==> config.mk <==
export PLATFORM = sky130hd
export DESIGN_NAME = mul16u_prod_accum
export DESIGN_NICKNAME = d
export VERILOG_FILES = /design/src/rtl/mul16u_prod_accum.sv
export SDC_FILE = /design/constraint.sdc
export NUM_CORES = 1
export LEC_CHECK = 0
export ABC_CLOCK_PERIOD_IN_PS = 4400
export CAP_MARGIN = 20
export CORE_MARGIN = 3
export CORE_UTILIZATION = 56
export DETAILED_ROUTE_END_ITERATION = 16
export GPL_ROUTABILITY_DRIVEN = 1
export PLACE_DENSITY = 0.9
export REMOVE_ABC_BUFFERS = 1
export SLEW_MARGIN = 20
export SYNTH_ARGS = -nofsm -noshare
export SYNTH_HDL_FRONTEND = slang
export SYNTH_SLANG_ARGS = --single-unit
==> constraint.sdc <==
create_clock -name clk -period 4.4 [get_ports clk]
set_clock_uncertainty 0.1 [all_clocks]
set_input_delay 0.88 -clock clk [delete_from_list [all_inputs] [get_ports clk]]
set_output_delay 0.88 -clock clk [all_outputs]
set_load 0.01 [all_outputs]
==> src/rtl/mul16u_prod_accum.sv <==
// Registered MAC tail behind the 16x16 approximate multiplier: accumulates a
// packet of products (plus optional bias) and holds the packet result until taken.
module mul16u_prod_accum #(
  parameter int unsigned         PROD_W = 32,
  parameter int unsigned         ACC_W  = 40,
  parameter int unsigned         CNT_W  = 8,
  parameter logic [PROD_W-1:0]   BIAS   = '0
) (
  input  logic              clk,
  input  logic              rst,
  input  logic              prod_valid_i,
  output logic              prod_ready_o,
  input  logic [PROD_W-1:0] prod_data_i,
  input  logic              prod_last_i,
  input  logic              clr_i,
  output logic              res_valid_o,
  input  logic              res_ready_i,
  output logic [ACC_W-1:0]  res_data_o,
  output logic [CNT_W-1:0]  res_count_o,
  output logic              res_sat_o
);

  localparam int unsigned SUM_W = ACC_W + 1;

  typedef enum logic {ACC, HOLD} state_t;

  state_t             state_q;
  logic [ACC_W-1:0]   acc_q;
  logic [CNT_W-1:0]   cnt_q;
  logic               sat_q;
  logic               resValid_q;
  logic [ACC_W-1:0]   resData_q;
  logic [CNT_W-1:0]   resCount_q;
  logic               resSat_q;

  logic [ACC_W-1:0]   accBase;
  logic [CNT_W-1:0]   cntBase;
  logic [SUM_W-1:0]   sum;
  logic               ovf;
  logic               accept;
  logic [ACC_W-1:0]   acc_d;
  logic [CNT_W-1:0]   cnt_d;
  logic               sat_d;

  // The extra sum bit catches overflow; ACC_W >= PROD_W+1 keeps base+prod+bias inside it.
  always_comb begin
    accBase = clr_i ? '0 : acc_q;
    cntBase = clr_i ? '0 : cnt_q;
    sum     = {1'b0, accBase} + SUM_W'(prod_data_i) + SUM_W'(BIAS);
    ovf     = sum[ACC_W];
    acc_d   = ovf ? '1 : sum[ACC_W-1:0];
    cnt_d   = (&cntBase) ? cntBase : cntBase + 1'b1;
    sat_d   = (clr_i ? 1'b0 : sat_q) | ovf;
    accept  = prod_valid_i && (state_q == ACC);
  end

  always_ff @(posedge clk or posedge rst) begin
    if (rst) begin
      state_q    <= ACC;
      acc_q      <= '0;
      cnt_q      <= '0;
      sat_q      <= 1'b0;
      resValid_q <= 1'b0;
      resData_q  <= '0;
      resCount_q <= '0;
      resSat_q   <= 1'b0;
    end else begin
      case (state_q)
        ACC: begin
          if (accept && prod_last_i) begin
            resData_q  <= acc_d;
            resCount_q <= cnt_d;
            resSat_q   <= sat_d;
            resValid_q <= 1'b1;
            state_q    <= HOLD;
            acc_q      <= '0;
            cnt_q      <= '0;
            sat_q      <= 1'b0;
          end else if (accept) begin
            acc_q <= acc_d;
            cnt_q <= cnt_d;
            sat_q <= sat_d;
          end else if (clr_i) begin
            acc_q <= '0;
            cnt_q <= '0;
            sat_q <= 1'b0;
          end
        end
        HOLD: begin
          if (res_ready_i) begin
            resValid_q <= 1'b0;
            state_q    <= ACC;
          end
        end
        default: state_q <= ACC;
      endcase
    end
  end

  assign prod_ready_o = (state_q == ACC);
  assign res_valid_o  = resValid_q;
  assign res_data_o   = resData_q;
  assign res_count_o  = resCount_q;
  assign res_sat_o    = resSat_q;

endmodule

## Yosys cells after proc, flatten, opt, wreduce, memory -nomap -nowiden

Index checks and enable logic that the tools add are counted.

| storage, ports and cells | value |
|---|---|
| logic and storage cells | 36 |
| bits of input ports | 38 |
| register bits after elaboration | 100 |
| output and inout bits | 51 |

| operators by class | value |
|---|---|
| add/sub/neg operators | 2 |
| reduce and logical (&&, ||, !) cells | 5 |
| bitwise operators | 2 |
| mux-type cells | 17 |
| eq/ne operators | 2 |

Operators with widths:

| kind | number |
|---|---|
| two-way mux 40 bit | 4 |
| adder 40 x 32 -> 41 bit | 1 |
| two-way mux 8 bit | 4 |
| adder 8 x 1 -> 8 bit (second input constant) | 1 |
| AND reduction 8 bit | 1 |
| two-way mux 1 bit | 7 |
| case mux 1 bit (2 select lines) | 2 |
| AND reduction 2 bit | 2 |
| logical AND 1 bit | 2 |
| inequality test 2 x 1 -> 1 bit (second input constant) | 1 |
| inequality test 2 bit (second input constant) | 1 |
| inverter 1 bit | 1 |
| OR 1 bit | 1 |

## Logic depth before layout (Yosys ltp)

| depth | value |
|---|---|
| depth in word-level cells | 5 |
| gate-level depth with buffers | 17 |
| depth with buffers taken out | 12 |

## Least setup slack after synthesis

No wires, ideal clock.

| timing path | value |
|---|---|
| kind | input-to-reg |
| from | input port clr_i |
| to | register acc_q[33] |
| stages | 16 |
| setup slack | -0.035 ns |
| required time | 4.225 ns |
| arrival time | 4.260 ns |
| path through | clkbuf_1 > clkbuf_1 > clkbuf_1 > nor2b_1 > ha_1 > and3_1 > a221oi_2 > o31ai_4 > o221ai_2 > a2111oi_4 > o21ai_2 > or3_1 > buf_2 > buf_6 > o31a_1 > o2bb2ai_2 |

| between the ends | value |
|---|---|
| cells in the longest elaborated chain, start to end | 5 |

RTL lines:

| item | RTL line | source |
|---|---|---|
| from (decl) | 15 | `input logic clr_i,` |
| two-way mux 40 bit (*) | - |  |
| adder 40 x 32 -> 41 bit | 49 | `sum = {1'b0, accBase} + SUM_W'(prod_data_i) + SUM_W'(BIAS);` |
| two-way mux 40 bit | 51 | `acc_d = ovf ? '1 : sum[ACC_W-1:0];` |
| two-way mux 40 bit (*) | 79 | `end else if (accept) begin` |
| two-way mux 40 bit (*) | 70 | `if (accept && prod_last_i) begin` |
| to (signal assigned) | 76 | `acc_q <= '0;` |
| to (signal assigned) | 80 | `acc_q <= acc_d;` |
| to (signal assigned) | 84 | `acc_q <= '0;` |
| to (decl) | 28 | `logic [ACC_W-1:0] acc_q;` |

Mark *: on every way between the ends. The rest lies on a longest branch, timed or not.
A chain may end at the register's enable or synchronous reset.

## Worst setup path in the final report

| timing path | value |
|---|---|
| from | input port prod_data_i[0] |
| to | register acc_q[10] |

| between the ends | value |
|---|---|
| cells in the longest elaborated chain, start to end | 4 |

RTL lines:

| item | RTL line | source |
|---|---|---|
| from (decl) | 13 | `input logic [PROD_W-1:0] prod_data_i,` |
| adder 40 x 32 -> 41 bit | 49 |  |
| two-way mux 40 bit | 51 |  |
| two-way mux 40 bit | 79 |  |
| two-way mux 40 bit | 70 |  |

No other way between the ends.

==> flow_summary.json <==
{
  "netlist.area_leader.share_pct": 39.2,
  "critPathLaunch": "prod_data_i[0]",
  "reg2reg_depth": 13,
  "synth_mux_area_share_pct": 0.333,
  "die_h_um": 113,
  "hold_violations": 0,
  "cp_data_required_time_ps": 4530,
  "io_pins": 89,
  "grt_usage_pct": 29.3,
  "maxCapViolations": 0,
  "hold_buffers": 0,
  "initial_utilization_pct": 58.2,
  "cts-root-buf": "clkbuf_16",
  "drt_iter0_drc": 476,
  "antenna_left": 0,
  "cts_made_buffers": 9,
  "synth_top_family_by_area": "compound AO/OA/AOI/OAI gates",
  "post_cts_buffers": 0,
  "fin_util_pct": 71.8,
  "synthToLayoutAreaGrowth_pct": 23.4,
  "placed_cells": 958,
  "n_antenna_cell": 0,
  "status": "finished clean",
  "nets": 901,
  "synth_area_leaders": "dfrtp_1, ha_1, nand2_1",
  "tightestPinTransition_ps": 629,
  "slowest_stage": "fa_1",
  "synthesis.area_mm2": 0.00639,
  "dr.pass1.iters": 5,
  "powerDensity_mw_per_mm2": 387,
  "min_path_type": "flop to flop",
  "ys_warn_count": 0,
  "design.die.area_mm2": 0.0127,
  "avgViaCountPerCell": 6.21,
  "maxSlewViolCount": 0,
  "grt_pass1_wl_mm": 30.2,
  "antenna_found_initial": 0,
  "fp.dieW_um": 113,
  "p_leak_nw": 3.56,
  "path_max_fanout": 17,
  "synth_compound_area_share_pct": 25.6,
  "path_cells": "clkdlybuf4s50_1 > ha_1 > fa_1 > a21o_1 > a221oi_2 > o31ai_4 > o221ai_2 > a2111oi_4 > o21ai_2 > or3_1 > buf_4 > o21a_1 > o21ai_0",
  "synth_xor_area_share_pct": 5.34,
  "h-tree-depth": 3,
  "cts.path.max_buffers": 2,
  "cts_tree": "done",
  "worstSetupStartpointType": "input pin",
  "place_hpwl_mm": 13.4,
  "synth.distinct_cells": 66,
  "clk_pin_slew_worst_paths_ps": 70,
  "rsz0062_at_grt": "false",
  "grt-ovfl-total": 0,
  "syn_area_per_cell_um2": 8.70,
  "drc_errors": 0,
  "worst_r2r_endpoint": "acc_q[10]",
  "drt-total-wl_mm": 18.2,
  "yosys-top-cells-count": "dfrtp_1, nand2_1, nor2_1, a21oi_1, o21ai_0",
  "final.period_utilization_pct": 93.2,
  "worst_ep_arrival_time_ps": 4230,
  "end_kind": "flop",
  "async_reset_ff_share_pct": 100,
  "fin_crit_ps": 4100,
  "gp_congestion": 0.935,
  "peakVddDrop_uv": 269,
  "worst_skew_pair.late_latency_ps": 360,
  "layout.cells.non_filler": 974,
  "vias": 6044,
  "synth_edf_count": 0,
  "drive_gt1_share_pct": 7.91,
  "io_buffer_count": 88,
  "netlist_instances": 735,
  "grt_max_degree": 38,
  "clock-sinks": 100,
  "timing.fmax_mhz": 244,
  "max-slew-margin-rel_pct": 57.8,
  "fin_ws_ps": 299,
  "crit_type": "input pin to flop",
  "reg2reg_slack_ps": 700,
  "synth_seq_cells": 100,
  "yosysMostFrequentCell": "dfrtp_1",
  "synth-adder-area-share_pct": 6.77,
  "max_stage_delay_ps": 430,
  "endpoint": "acc_q[10]",
  "routedWlPerCell_um": 18.7,
  "coreArea_mm2": 0.0110,
  "r2r-start": "acc_q[0]",
  "ys.flop_type": "dfrtp_1",
  "grt_pass1_vias": 6049,
  "synth_seq_area_share_pct": 39.2,
  "rows": 38,
  "setup_viol": 0,
  "yosys.area_share.simple_pct": 19.6,
  "power_w": 0.00305,
  "synth_area_leader_cell": "dfrtp_1",
  "dpl_worst_slack_ps": -28.5
}
## stage by stage
stage | cell area, µm² | hold WS (ps) | TNS, ps
after floorplan | 6220 | 341 | 0
after global placement | 7560 | 350 | 0
after detailed placement | 7560 | 359 | -55.1
after CTS | 7880 | 373 | 0
after global routing | 7890 | 387 | 0
final | 7890 | 372 | 0
## layer usage
| layer | part of all wire (%) | global-route usage [%] | vias up |
|---|---|---|---|
| met4 | 2.4 | 12.1 | 0 |
| met3 | 6.7 | 4.49 | 38 |
| met5 | 0 | 0 | - |
| met2 | 49 | 49.0 | 265 |
| met1 | 42 | 38.2 | 2903 |
| li1 | - | - | 2838 |
## registers in the layout, summed over array words and instances (netlist names)
register / count
cnt_q: 8
res_valid_o: 1
sat_q: 1
res_data_o: 40
acc_q: 40
res_count_o: 8
res_sat_o: 1
state_q: 1
## cell usage in the layout, fill, tap and decap left out, types with 3 or more instances in the layout
cell | netlist | final
dfrtp_1 | 100 | 100
clkdlybuf4s50_1 | 0 | 87
a21o_1 | 31 | 31
nand4_1 | 7 | 7
xor2_1 | 19 | 19
and3_1 | 11 | 11
nand3_1 | 9 | 9
nand2_1 | 89 | 89
nor2_1 | 66 | 66
a211oi_1 | 7 | 7
o211ai_1 | 8 | 8
a21oi_1 | 63 | 63
o21bai_1 | 5 | 5
nor3_1 | 11 | 11
nor2b_1 | 41 | 41
nor4_1 | 3 | 3
and2_1 | 7 | 6
a311oi_1 | 4 | 4
ha_1 | 33 | 33
o21a_1 | 9 | 9
inv_1 | 7 | 6
o31a_1 | 5 | 5
a31oi_1 | 24 | 24
o21ai_0 | 55 | 55
nand2b_1 | 4 | 4
xnor2_1 | 20 | 20
o22a_1 | 3 | 3
buf_4 | 0 | 33
o21ai_1 | 5 | 4
o31ai_1 | 7 | 7
clkbuf_16 | 0 | 9
## repair_timing
action                                 in CTS  in global routing
gates resized for setup                     0                  1
setup endpoints to repair                   0                  1
endpoints found under the hold margin       0                  0
## how the worst min path moves through the flow
| stage | depth (start not counted) | startpoint | end |
|---|---|---|---|
| after CTS | 1 | acc_q[6] | acc_q[6] |
| after detailed placement | 1 | acc_q[6] | acc_q[6] |
| after floorplan | 1 | acc_q[9] | acc_q[9] |
| final | 1 | acc_q[3] | acc_q[3] |
| after global routing | 1 | acc_q[9] | acc_q[9] |
| after global placement | 2 | res_data_o[0] | res_data_o[0] |
## cells by family (layout without fill, tap and decap cells)
group / after synthesis / count (layout)
AND/OR/NAND/NOR: 262 / 262
flip-flops: 100 / 100
multiplexers: 2 / 2
XOR/XNOR: 39 / 39
adder cells (fa/ha/maj): 34 / 34
AO/OA/AOI/OAI: 250 / 250
buffers and inverters: 48 / 147
## cell type report
type,instances,area [µm²]
Clock inverter,5,85.1
Fill cell,819,3090
Multi-Input combinational cell,587,3700
Sequential cell,100,2500
Clock buffer,11,233
Tap cell,140,175
Timing Repair Buffer,123,1160
Inverter,8,32.5
## report_power, final
group | internal, W | switching [W] | total, W
clock network | 0.000502 | 0.000362 | 0.000863
logic | 0.000490 | 0.000528 | 0.00102
registers | 0.00108 | 0.0000963 | 0.00117
## critical path, delay by kind of cell
family / cells / cell delay (ps)
AOI/OAI and AO/OA: 8 / 1690
adders and majority gates: 2 / 670
buffers and inverters: 2 / 700
and+or+nand+nor: 1 / 280
(Power assumes the default switching activity.)
